<file path="src/rtl/tm1638_frame_tx.sv">
// TM1638 write-only frame transmitter: latches eight digit bytes, eight LED bits and the
// display enable on start, then sends 0x40 | 0xC0 + 16 data bytes | display-control on STB/CLK/DIO.
//
// state | meaning
// IDLE  | waiting for start, lines idle high
// T1    | command 0x40 (write, auto-increment)
// GAP1  | stb high between T1 and T2
// T2    | 0xC0 then 16 data bytes, addresses 0..15
// GAP2  | stb high between T2 and T3
// T3    | display-control command
// GAP3  | final stb-high gap, done pulses as it ends
module tm1638_frame_tx #(
   parameter int         CLK_DIV    = 25,
   parameter logic [2:0] BRIGHTNESS = 3'd7
) (
   input  logic        Clk,
   input  logic        Rst,
   input  logic        start,
   input  logic [63:0] seg_data,
   input  logic [7:0]  led,
   input  logic        display_on,
   output logic        busy,
   output logic        done,
   output logic        stb,
   output logic        TM_clk,
   output logic        dio
);

   localparam int DW = $clog2(CLK_DIV);
   localparam logic [DW-1:0] DIV_LOAD = DW'(CLK_DIV - 1);

   typedef enum logic [2:0] {
      S_IDLE, S_T1, S_GAP1, S_T2, S_GAP2, S_T3, S_GAP3
   } state_t;

   // Inside gaps, P_SETUP and P_LOW are simply the first and second stb-high units.
   typedef enum logic [1:0] {P_SETUP, P_LOW, P_HIGH, P_HOLD} phase_t;

   state_t        state, state_n;
   phase_t        phase, phase_n;
   logic [DW-1:0] div_cnt, div_n;
   logic [2:0]    bit_cnt, bit_n, bit_inc;
   logic [4:0]    byte_cnt, byte_n, byte_inc;
   logic [63:0]   sh_seg;
   logic [7:0]    sh_led;
   logic          sh_disp;
   logic          stb_n, clk_n, dio_n, done_n, load, tick, last_byte;
   logic [7:0]    cur_byte, next_byte;

   // Byte k of T2: k=0 is the address command, then even addresses carry digits, odd carry LEDs.
   function automatic logic [7:0] t2_byte(input logic [4:0] idx, input logic [63:0] seg,
                                          input logic [7:0] leds);
      logic [3:0] addr;
      addr = 4'(idx - 5'd1);
      if (idx == 5'd0)
         return 8'hC0;
      else if (!addr[0])
         return seg[8*addr[3:1] +: 8];
      else
         return {7'b0, leds[addr[3:1]]};
   endfunction

   assign busy     = (state != S_IDLE);
   assign tick     = (div_cnt == '0);
   assign bit_inc  = bit_cnt + 3'd1;
   assign byte_inc = byte_cnt + 5'd1;

   always_comb begin
      cur_byte = 8'h40;
      if (state == S_T2)
         cur_byte = t2_byte(byte_cnt, sh_seg, sh_led);
      else if (state == S_T3)
         cur_byte = sh_disp ? (8'h88 | {5'b0, BRIGHTNESS}) : 8'h80;
   end

   assign next_byte = t2_byte(byte_inc, sh_seg, sh_led);
   assign last_byte = (state == S_T2) ? (byte_cnt == 5'd16) : 1'b1;

   always_comb begin
      state_n = state;
      phase_n = phase;
      div_n   = div_cnt;
      bit_n   = bit_cnt;
      byte_n  = byte_cnt;
      stb_n   = stb;
      clk_n   = TM_clk;
      dio_n   = dio;
      done_n  = 1'b0;
      load    = 1'b0;
      if (state != S_IDLE)
         div_n = tick ? DIV_LOAD : div_cnt - DW'(1);
      unique case (state)
         S_IDLE: begin
            // A start landing in the done cycle is dropped rather than chained.
            if (start && !done) begin
               load    = 1'b1;
               state_n = S_T1;
               phase_n = P_SETUP;
               div_n   = DIV_LOAD;
               bit_n   = 3'd0;
               byte_n  = 5'd0;
               stb_n   = 1'b0;
            end
         end
         S_T1, S_T2, S_T3: begin
            if (tick) begin
               unique case (phase)
                  P_SETUP: begin
                     phase_n = P_LOW;
                     clk_n   = 1'b0;
                     dio_n   = cur_byte[0];
                  end
                  P_LOW: begin
                     phase_n = P_HIGH;
                     clk_n   = 1'b1;
                  end
                  P_HIGH: begin
                     if (bit_cnt == 3'd7) begin
                        bit_n = 3'd0;
                        if (last_byte) begin
                           phase_n = P_HOLD;
                        end else begin
                           byte_n  = byte_inc;
                           phase_n = P_LOW;
                           clk_n   = 1'b0;
                           dio_n   = next_byte[0];
                        end
                     end else begin
                        bit_n   = bit_inc;
                        phase_n = P_LOW;
                        clk_n   = 1'b0;
                        dio_n   = cur_byte[bit_inc];
                     end
                  end
                  P_HOLD: begin
                     stb_n   = 1'b1;
                     dio_n   = 1'b1;
                     phase_n = P_SETUP;
                     state_n = (state == S_T1) ? S_GAP1 : (state == S_T2) ? S_GAP2 : S_GAP3;
                  end
               endcase
            end
         end
         S_GAP1, S_GAP2, S_GAP3: begin
            if (tick) begin
               if (phase == P_SETUP) begin
                  phase_n = P_LOW;
               end else begin
                  phase_n = P_SETUP;
                  bit_n   = 3'd0;
                  byte_n  = 5'd0;
                  if (state == S_GAP3) begin
                     state_n = S_IDLE;
                     done_n  = 1'b1;
                     div_n   = '0;
                  end else begin
                     state_n = (state == S_GAP1) ? S_T2 : S_T3;
                     stb_n   = 1'b0;
                  end
               end
            end
         end
         default: state_n = S_IDLE;
      endcase
   end

   always_ff @(posedge Clk or posedge Rst) begin
      if (Rst) begin
         state    <= S_IDLE;
         phase    <= P_SETUP;
         div_cnt  <= '0;
         bit_cnt  <= 3'd0;
         byte_cnt <= 5'd0;
         stb      <= 1'b1;
         TM_clk   <= 1'b1;
         dio      <= 1'b1;
         done     <= 1'b0;
         sh_seg   <= 64'd0;
         sh_led   <= 8'd0;
         sh_disp  <= 1'b0;
      end else begin
         state    <= state_n;
         phase    <= phase_n;
         div_cnt  <= div_n;
         bit_cnt  <= bit_n;
         byte_cnt <= byte_n;
         stb      <= stb_n;
         TM_clk   <= clk_n;
         dio      <= dio_n;
         done     <= done_n;
         if (load) begin
            sh_seg  <= seg_data;
            sh_led  <= led;
            sh_disp <= display_on;
         end
      end
   end

endmodule

</file>
<file path="config.mk">
export PLATFORM = sky130hd
export DESIGN_NAME = tm1638_frame_tx
export DESIGN_NICKNAME = d
export VERILOG_FILES = /design/src/rtl/tm1638_frame_tx.sv
export SDC_FILE = /design/constraint.sdc
export NUM_CORES = 1
export LEC_CHECK = 0
export CORE_MARGIN = 2
export CORE_UTILIZATION = 48
export DETAILED_ROUTE_END_ITERATION = 8
export HOLD_SLACK_MARGIN = 0.15
export PLACE_DENSITY = 0.8
export SLEW_MARGIN = 15
export SYNTH_ARGS = -nofsm -noshare
export SYNTH_HDL_FRONTEND = slang
export SYNTH_SLANG_ARGS = --single-unit
export TNS_END_PERCENT = 100
</file>
<file path="constraint.sdc">
create_clock -name Clk -period 3.7 [get_ports Clk]
set_clock_uncertainty 0.2 [all_clocks]
set_input_delay 0.37 -clock Clk [delete_from_list [all_inputs] [get_ports Clk]]
set_output_delay 0.37 -clock Clk [all_outputs]
set_load 0.05 [all_outputs]
</file>
==> results.ini <==
[floorplan]
dieWidth_um=107
fp-row-count=37
die_h_um=107
core_mm2=0.0104
num_io_pins=81
initial_utilization_pct=49.5
dieArea_mm2=0.0115

[layout]
final_layout_size_suffix_gt1_share_pct=21.4
area_growth_pct=20.3
finalNetCount=576
num_antenna_cells=0
stdcell_area_mm2=0.00618

[timing]
hold_viol_final=0
period_needed_ns=3.37
maxSlewViolCount=0
fin_crit_sh_pct=91.1
rsz0062_at_grt=false
clock.fmax_mhz=297
final-setup-viol-count=0
slew_headroom_pct=42.4
worst_pin_slew_ns=0.862
setup_tns_ns=0

[drt]
wl_met1_mm=4.91
avgRoutedWirePerCell_um=17.4
ant_nets=0
met2_wirelength_mm=5.38
routed-wl-met3_um=507
drtIter0Drc=256
vias=3673
drt_pass1_iterations=4
via_per_inst=5.78
drc=0
routed_wl_mm=11.0
top_layer_used=met4

[worst_setup_path]
crit_slowest_cell=ha_1
end_kind=register
path_cells=clkinv_1 -> ha_1 -> xnor2_2 -> buf_4 -> nand2_1 -> and4b_1 -> a311o_2 -> o31ai_1 -> a311oi_1 -> o211a_1 -> o32ai_2
crit_fanout=9
crit_path_end=dio$_DFFE_PP1P_
start_kind=register
r2r_cells=11
required_ns=3.80
critPathKind=register to register
r2r_slack_ns=0.33
r2r-start=byte_cnt[0]$_DFFE_PP0P_
setup.worst_path.start=byte_cnt[0]$_DFFE_PP0P_
arrival_ns=3.47
r2r-end=dio$_DFFE_PP1P_
max_stage_delay_ns=0.39

[clocking]
cts_setup_buffers=0
clk_path_buf_depth=2
numCtsBuffers=9
cts.sinks=95
ctsRootBufferMaster=clkbuf_8
worstSkewPairLatency_ns=0.38
htree_levels=3
clk_pin_slew_worst_paths_ns=0.10
cts_tree=built
cts.hold.buffers_added=0
post_cts_resized=0

[power]
power_density_mw_per_mm2=813
ir_drop_uv=367
p_leak_nw=2.52

[synthesis]
ys.warnings.count=0
synth_seq_area_share_pct=46.3
syn_nets=503
synth_top_area_share_pct=44.8
syn_inst=421
syn_avg_cell_area_um2=12.2
synth_area_leaders=dfrtp_1 (45%), mux2_2 (13%), mux4_1 (4.6%)
yosysTopAreaCell=dfrtp_1
ys_top_cells_by_count=dfrtp_1 (92), mux2_2 (59), nand2_1 (32)
synth_seq_cells=95
async_reset_ff_share_pct=100
yosysMostFrequentCell=dfrtp_1
synth.distinct_cells=59
synth_edf_count=0
synthFlopType=dfrtp_1
syn_area_mm2=0.00514

[global_routing]
track_usage_pct=20.6
first_global_vias=3646
grt_pass1_wl_mm=18.4
grt_overflow_total=0
antenna_found_initial=0
grt_start_max_net_pins=49

[placement]
port_buffers=80
place_congestion=0.917
hpwl_mm=8.09
placed_cell_area_mm2=0.00598

[status]
outcome=finished, final reports clean

[hold_path]
hp-class=primary input to asynchronous set/reset pin

[flow_run]
maxCapViolCount=0

[cells by family after synthesis]
| group | after synthesis | share of synthesized area, % |
|---|---|---|
| DFF | 95 | 46.3 |
| adders and majority gates | 6 | 1.46 |
| AOI/OAI and AO/OA | 68 | 8.91 |
| xor gates and xnor gates | 5 | 1.36 |
| buffers and inverters | 38 | 4.87 |
| and+or+nand+nor | 107 | 10.3 |
| muxes | 102 | 26.7 |
[power breakdown]
part	internal [W]	total, W	switching (W)
clock network	0.000321	0.000719	0.000399
logic	0.00127	0.00237	0.00111
registers	0.00155	0.00193	0.000384
total	0.00314	0.00503	0.00189
[layout make-up]
class | instances | area (um^2)
fillers | 884 | 4190
flip-flops and latches | 95 | 2380
clock inverters | 7 | 81.3
inverters | 13 | 50.0
multi-input cells | 288 | 2510
repair buffers | 87 | 866
well taps | 136 | 170
clock buffers | 9 | 124
[registers in the layout, summed over array words and instances (netlist names)]
| register | cells |
|---|---|
| byte_cnt | 5 |
| bit_cnt | 3 |
| TM_clk | 1 |
| div_cnt | 5 |
| stb | 1 |
| done | 1 |
| sh_seg | 64 |
| sh_disp | 1 |
| dio | 1 |
| sh_led | 8 |
| phase | 2 |
| state | 3 |
[through the flow]
step                      std cells  util [%]  hold WS (ns)  setup WS, ns  total power (W)
final                           635      59.6         0.262         0.328          0.00503
after global routing            635      59.6         0.313         0.111          0.00536
after CTS                       635      59.6         0.279         0.310          0.00505
after detailed placement        619      57.6         0.275         0.340          0.00432
after global placement          619      57.6         0.266         0.477          0.00423
after floorplan                 421         -         0.254         0.658          0.00378
[per-layer routing]
layer	up-vias	track usage, %
met4	0	7.78
met1	1844	28.8
met2	105	32.4
met3	17	3.69
li1	1707	-
met5	-	0
[cell usage in the layout (no fill, tap or decap), types with 7 or more instances in the layout]
cell type         n
dfrtp_1          92
clkdlybuf4s50_1  80
mux2_2           59
nand2_1          32
o21ai_0          19
nor2_1           18
mux2_1           15
nand3_1          14
nor3_1           13
a21oi_1          11
mux2i_1          10
inv_1             9
mux4_2            9
mux4_1            9
clkbuf_8          9
nand2b_1          7
[critical path, delay by kind of cell, from the launching register on]
family | cells | cell delay (ns)
adder cells (fa/ha/maj) | 1 | 0.39
XOR/XNOR | 1 | 0.36
AND/OR/NAND/NOR | 2 | 0.24
AO/OA/AOI/OAI | 5 | 1.24
buffers and inverters | 2 | 0.49
flip-flops | 1 | 0.37
[how the worst min path moves through the flow]
stage	slack (ns)	end	startpoint
6_report	0.26	sh_seg[30]$_DFFE_PP0P_	Rst
3_5_place_dp	0.27	bit_cnt[1]$_DFFE_PP0P_	bit_cnt[1]$_DFFE_PP0P_
4_1_cts	0.28	sh_seg[30]$_DFFE_PP0P_	Rst
3_3_place_gp	0.27	bit_cnt[1]$_DFFE_PP0P_	bit_cnt[1]$_DFFE_PP0P_
2_1_floorplan	0.25	bit_cnt[1]$_DFFE_PP0P_	bit_cnt[1]$_DFFE_PP0P_
5_1_grt	0.31	sh_seg[14]$_DFFE_PP0P_	sh_seg[14]$_DFFE_PP0P_
Power figures use the tool's default switching activity.
